**src/rtl/fp32_pkg.sv**
```systemverilog
// Shared binary32 constants, flag positions and the pipeline stage record
// used between the normalize stage and the round/pack stage.
package fp32_pkg;

   localparam int BIAS = 127;
   localparam int EXP_MAX = 2 * BIAS + 1;
   localparam logic [31:0] QNAN = 32'h7FC0_0000;

   localparam int FLAG_OVF = 2;
   localparam int FLAG_UDF = 1;
   localparam int FLAG_NX  = 0;

   typedef enum logic [1:0] {
      CLS_NORM = 2'd0,
      CLS_ZERO = 2'd1,
      CLS_INF  = 2'd2,
      CLS_NAN  = 2'd3
   } fp_class_e;

   typedef struct packed {
      logic              sign;
      logic signed [9:0] exp;
      logic [22:0]       frac;
      logic              g;
      logic              s;
      fp_class_e         cls;
   } stage_rec_t;

   // Product lies in [1,4); bit 47 selects the one-place normalize shift.
   function automatic stage_rec_t normalize(
      input logic              sign,
      input logic signed [9:0] exp,
      input logic [47:0]       prod,
      input logic              is_zero,
      input logic              is_inf,
      input logic              is_nan
   );
      stage_rec_t r;
      r.sign = sign;
      if (prod[47]) begin
         r.frac = prod[46:24];
         r.g    = prod[23];
         r.s    = |prod[22:0];
         r.exp  = exp + 10'sd1;
      end else begin
         r.frac = prod[45:23];
         r.g    = prod[22];
         r.s    = |prod[21:0];
         r.exp  = exp;
      end
      if (is_nan)       r.cls = CLS_NAN;
      else if (is_inf)  r.cls = CLS_INF;
      else if (is_zero) r.cls = CLS_ZERO;
      else              r.cls = CLS_NORM;
      return r;
   endfunction

endpackage

```
**src/rtl/fp32_round_pack.sv**
```systemverilog
// Round-to-nearest-even, range check and binary32 packing of one stage record.
module fp32_round_pack
   import fp32_pkg::*;
(
   input  stage_rec_t  rec,
   output logic [31:0] result,
   output logic [2:0]  flags
);

   localparam logic signed [9:0] EXP_TOP = 10'(EXP_MAX);

   logic              round_up;
   logic [23:0]       frac_sum;
   logic signed [9:0] exp_r;

   always_comb begin
      round_up = rec.g & (rec.s | rec.frac[0]);
      frac_sum = {1'b0, rec.frac} + {23'b0, round_up};
      // A carry out leaves frac_sum[22:0] at zero, so only the exponent moves.
      exp_r    = rec.exp + $signed({9'b0, frac_sum[23]});
      result   = '0;
      flags    = '0;
      unique case (rec.cls)
         CLS_NAN:  result = QNAN;
         CLS_INF:  result = {rec.sign, 8'hFF, 23'h0};
         CLS_ZERO: result = {rec.sign, 31'h0};
         default: begin
            if (exp_r >= EXP_TOP) begin
               result          = {rec.sign, 8'hFF, 23'h0};
               flags[FLAG_OVF] = 1'b1;
               flags[FLAG_NX]  = 1'b1;
            end else if (exp_r <= 10'sd0) begin
               result          = {rec.sign, 31'h0};
               flags[FLAG_UDF] = 1'b1;
               flags[FLAG_NX]  = 1'b1;
            end else begin
               result         = {rec.sign, exp_r[7:0], frac_sum[22:0]};
               flags[FLAG_NX] = rec.g | rec.s;
            end
         end
      endcase
   end

endmodule

```
**src/rtl/fp_mul_round.sv**
```systemverilog
// Two-stage normalize / round-pack back end of a binary32 multiplier with
// valid/ready handshakes on both sides.
module fp_mul_round
   import fp32_pkg::*;
(
   input  logic        clk,
   input  logic        rst,
   input  logic        in_valid,
   output logic        in_ready,
   input  logic        in_sign,
   input  logic [9:0]  in_exp,
   input  logic [47:0] in_prod,
   input  logic        in_zero,
   input  logic        in_inf,
   input  logic        in_nan,
   output logic        out_valid,
   input  logic        out_ready,
   output logic [31:0] out_result,
   output logic [2:0]  out_flags
);

   logic        s1_v;
   logic        s2_v;
   logic        adv_s2;
   stage_rec_t  s1_rec;
   logic [31:0] rp_result;
   logic [2:0]  rp_flags;

   assign adv_s2    = !s2_v || out_ready;
   assign in_ready  = !s1_v || adv_s2;
   assign out_valid = s2_v;

   fp32_round_pack u_round_pack (
      .rec    (s1_rec),
      .result (rp_result),
      .flags  (rp_flags)
   );

   // Stage-1 payload is qualified by s1_v, so it carries no reset.
   always_ff @(posedge clk) begin
      if (in_ready && in_valid)
         s1_rec <= normalize(in_sign, $signed(in_exp), in_prod, in_zero, in_inf, in_nan);
   end

   always_ff @(posedge clk) begin
      if (rst) begin
         s1_v       <= 1'b0;
         s2_v       <= 1'b0;
         out_result <= '0;
         out_flags  <= '0;
      end else begin
         if (in_ready)
            s1_v <= in_valid;
         if (adv_s2) begin
            s2_v <= s1_v;
            if (s1_v) begin
               out_result <= rp_result;
               out_flags  <= rp_flags;
            end
         end
      end
   end

endmodule

```
**config.mk**
```make
export PLATFORM = sky130hd
export DESIGN_NAME = fp_mul_round
export DESIGN_NICKNAME = d
export VERILOG_FILES = /design/src/rtl/fp32_pkg.sv /design/src/rtl/fp32_round_pack.sv /design/src/rtl/fp_mul_round.sv
export SDC_FILE = /design/constraint.sdc
export NUM_CORES = 1
export LEC_CHECK = 0
export CORE_AREA = 2 2 159 115
export CTS_CLUSTER_SIZE = 40
export DETAILED_ROUTE_END_ITERATION = 16
export DIE_AREA = 0 0 161 117
export GPL_TIMING_DRIVEN = 0
export SETUP_SLACK_MARGIN = 0.02
export SYNTH_ARGS = -nofsm -noshare
export SYNTH_HDL_FRONTEND = slang
export SYNTH_HIERARCHICAL = 1
export SYNTH_SLANG_ARGS = --single-unit
```
**constraint.sdc**
```tcl
create_clock -name clk -period 6.92 [get_ports clk]
set_clock_uncertainty 0.15 [all_clocks]
set_input_delay 0.692 -clock clk [delete_from_list [all_inputs] [get_ports clk]]
set_output_delay 0.692 -clock clk [all_outputs]
set_load 0.005 [all_outputs]
```
==> run_results.csv <==
group,metric,value,unit
outcome,outcome,"completed",
detailed_routing,wl_per_cell,13.8,µm
layout,insertedDiodeCount,0,
worst_setup_path,arrival,4.19,ns
clock_tree,cts_max_path_buffers,2,
clock_tree,cts_tree,"yes",
synthesis,synth_ff_type,"edfxtp_1",
die,ios,103,
synthesis,ys_warn_count,6,
synthesis,synthTopCellsByArea,"edfxtp_1 27%, dfxtp_1 17%, mux2_2 6.6%",
layout,ff_latch_area,1880,µm²
sta,hold_violations,0,
die,rows,41,
worst_setup_path,crit_start,"s1_rec[16]",
sta,max_freq,245,MHz
layout,multi_input_area,2140,µm²
worst_setup_path,cp-end-kind,"flip-flop",
sta,setup_tns,0,ns
sta,finalSetupViolations,0,
worst_setup_path,crit_slowest_cell,"edfxtp_1",
detailed_routing,drc,0,
detailed_routing,ant_nets,0,
synthesis,synth_edf_count,38,
layout,fin_util,0.337,
detailed_routing,vias,3480,
worst_setup_path,crit_type,"reg2reg",
clock_tree,post-cts-setup-buffer-count,0,
global_routing,grt_use_total,0.117,
worst_setup_path,r2r_cells,16,
synthesis,synth_area,4260,µm²
worst_setup_path,cp_top_family,"simple AND/OR/NAND/NOR gates",
layout,syn_to_final_growth,38.2,%
die,die-area,18800,µm²
power_and_ir_drop,ir_drop,0.000102,V
flow_run,drv_cap,0,
clock_tree,hold_buffers,0,
die,core_region_area,17400,µm²
global_routing,antenna_found_initial,0,
worst_setup_path,cp_max_fo,10,
worst_setup_path,max_stage_delay,0.43,ns
worst_setup_path,ff2ff_setup_slack,2.84,ns
clock_tree,cts_root_buf,"clkbuf_16",
worst_setup_path,cp_data_required_time,7.03,ns
clock_tree,worstSkewPairLatency,0.33,ns
hold_path,min_path_type,"reg2reg",
synthesis,syn_inst,429,
clock_tree,cts_resized,0,
sta,finalCriticalPeriod,4.08,ns
global_routing,grt_max_degree,39,
synthesis,synth_area_leader_cell,"edfxtp_1",
detailed_routing,vias_per_cell,4.45,
global_routing,grt_pass1_wl,17500,µm
global_routing,grt-ovfl-total,0,
sta,worst_slew_pin_slew,0.835,ns
placed_design,portBuffers,101,
synthesis,seq_area_frac_synth,0.442,
synthesis,syn_avg_cell_area,9.92,µm²
clock_tree,clkTransAtPathRegs,0.06,ns
layout,drive_gt1_frac,0.167,
clock_tree,htreeDepth,3,
worst_setup_path,start_kind,"flip-flop",
power_and_ir_drop,p_leak,1.89,nW
sta,rsz0062_at_grt,"false",
worst_setup_path,rr_endpoint,"out_result[19]",
worst_setup_path,crit_path_frequent_cell,"ha_1",
synthesis,synthArstFlopShare,0,
clock_tree,clock-sinks,75,
global_routing,grt_pass1_vias,3510,
layout,num-nets-final,611,
clock_tree,cts_made_buffers,9,
sta,timing.hold.ws,0.337,ns
sta,drv_slew,0,
detailed_routing,drt-initial-drc-count,216,
synthesis,ys_ff_latch,75,
layout,fillerInstances,1789,
placed_design,hpwl,8960,µm
worst_setup_path,path_cells,"and4_1, and3_1, clkbuf_1, nand4_1, nor4_1, ha_1, ha_1, xnor2_1, nor3_1, o31a_1, buf_2, a211o_4, buf_8, nor2_2, nand3_1, a21oi_1",
die,start_util,0.244,
die,die_y,117,µm
sta,fin_crit_sh,0.590,
die,fp.dieW,161,µm
worst_setup_path,crit_cells,16,
worst_setup_path,r2r-start,"s1_rec[16]",
synthesis,synth_nets,499,
worst_setup_path,crit_buf_inv,3,
worst_setup_path,cp-endpoint,"out_result[19]",
placed_design,place.gp.congestion,0.828,
power_and_ir_drop,powerDensity,197,nW/µm²
sta,max_slew_margin,0.443,
detailed_routing,dr.pass1.iters,4,
detailed_routing,drt_wl_total,10800,µm
synthesis,synth_top_area_share,0.268,
synthesis,yosysUniqueCellTypes,53,
## cells in the mapped netlist (all sizes together), types with 10 or more instances
library cell	count
a21oi	42
dfxtp	37
xnor2	19
nand3	51
buf	25
edfxtp	38
nand4	10
o21ai	37
nand2	13
nor2	35
xor2	19
mux2	25
## layout make-up
| class | count | area share |
|---|---|---|
| Sequential cell | 75 | 0.320 |
| Multi-Input combinational cell | 317 | 0.364 |
| Clock inverter | 7 | 0.0155 |
| Tap cell | 236 | 0.0502 |
| Inverter | 4 | 0.00255 |
| Buffer | 33 | 0.0374 |
| Clock buffer | 9 | 0.0383 |
| Timing Repair Buffer | 101 | 0.172 |
## where the power goes
part	switching [W]	internal (W)	leakage, nW
clock network	0.000182	0.000314	0.147
registers	0.0000164	0.000491	0.667
logic	0.0000707	0.0000828	1.08
total	0.000269	0.000888	1.89
## metal layers
metal | wire (µm) | track usage | share of wire | vias to the layer above
met2 | 4480 | 0.177 | 0.41 | 98
li1 | - | - | - | 1786
met4 | 114 | 0.0363 | 0.011 | 0
met5 | 0 | 0 | 0 | -
met1 | 5530 | 0.159 | 0.51 | 1585
met3 | 693 | 0.0377 | 0.064 | 11
## layout by cell type (no fill, tap or decap), types with 2 or more instances in the layout
cell / netlist / final
a211oi_1: 2 / 2
a21oi_1: 41 / 41
a31oi_1: 4 / 4
and2_1: 3 / 2
and3_1: 9 / 9
and4_1: 5 / 5
buf_1: 2 / 2
buf_2: 9 / 9
buf_4: 9 / 9
buf_6: 3 / 3
bufinv_16: 0 / 2
clkbuf_1: 7 / 7
clkbuf_16: 0 / 9
clkdlybuf4s50_1: 0 / 101
clkinv_1: 0 / 2
clkinvlp_4: 0 / 2
dfxtp_1: 37 / 37
edfxtp_1: 38 / 38
ha_1: 4 / 4
inv_1: 3 / 3
mux2_2: 25 / 25
nand2_1: 13 / 13
nand2b_1: 2 / 2
nand3_1: 49 / 49
nand4_1: 10 / 10
nor2_1: 14 / 14
nor2_2: 8 / 8
nor2_4: 13 / 13
nor2b_1: 5 / 5
nor3_1: 4 / 4
nor4_1: 6 / 6
o21ai_0: 8 / 8
o21ai_1: 29 / 29
o21bai_1: 7 / 7
xnor2_1: 19 / 19
xor2_1: 19 / 19
## cells by family (layout without fill, tap and decap cells)
logic type,count (synthesis),after routing,share of synthesized area
compound gates,100,100,0.134
xor+xnor,38,38,0.0782
fa+ha+maj,4,4,0.0118
buf+inv,37,154,0.0553
flops,75,75,0.442
mux,25,25,0.0661
simple gates,150,150,0.212
## metrics by stage
stage	instances	instance area (µm²)	setup slack (ns)	power, W
detailed placement	766	5560	2.81	0.000671
global route	782	5880	2.51	0.00120
floorplan	429	4260	3.51	0.000597
finish	782	5880	2.84	0.00116
global placement	766	5560	2.95	0.000667
CTS	782	5880	2.79	0.00116
## worst min-delay path by stage
| stage | startpoint | to | slack, ns | depth (start not counted) |
|---|---|---|---|---|
| after floorplan | out_flags[0] | out_flags[0] | 0.32 | 2 |
| after global placement | out_result[1] | out_result[1] | 0.32 | 2 |
| after detailed placement | out_result[28] | out_result[28] | 0.33 | 2 |
| after CTS | out_result[28] | out_result[28] | 0.33 | 2 |
| after global routing | out_result[6] | out_result[6] | 0.36 | 2 |
| final | out_flags[0] | out_flags[0] | 0.34 | 2 |
## worst reg2reg max path, stage by stage, from the launching register on
cell and delay, ns:
edfxtp_1 0.43, and4_1 0.28, and3_1 0.17, clkbuf_1 0.22, nand4_1 0.13, nor4_1 0.39, ha_1 0.35, ha_1 0.31
xnor2_1 0.18, nor3_1 0.09, o31a_1 0.27, buf_2 0.18, a211o_4 0.32, buf_8 0.17, nor2_2 0.11, nand3_1 0.10
a21oi_1 0.16
## state kept, by name, indices dropped and copies added, names as in the netlist
signal / flops
s1_v: 1
s1_rec: 38
out_flags: 3
out_result: 32
out_valid: 1
No activity file was read; power rests on OpenSTA's default activity.
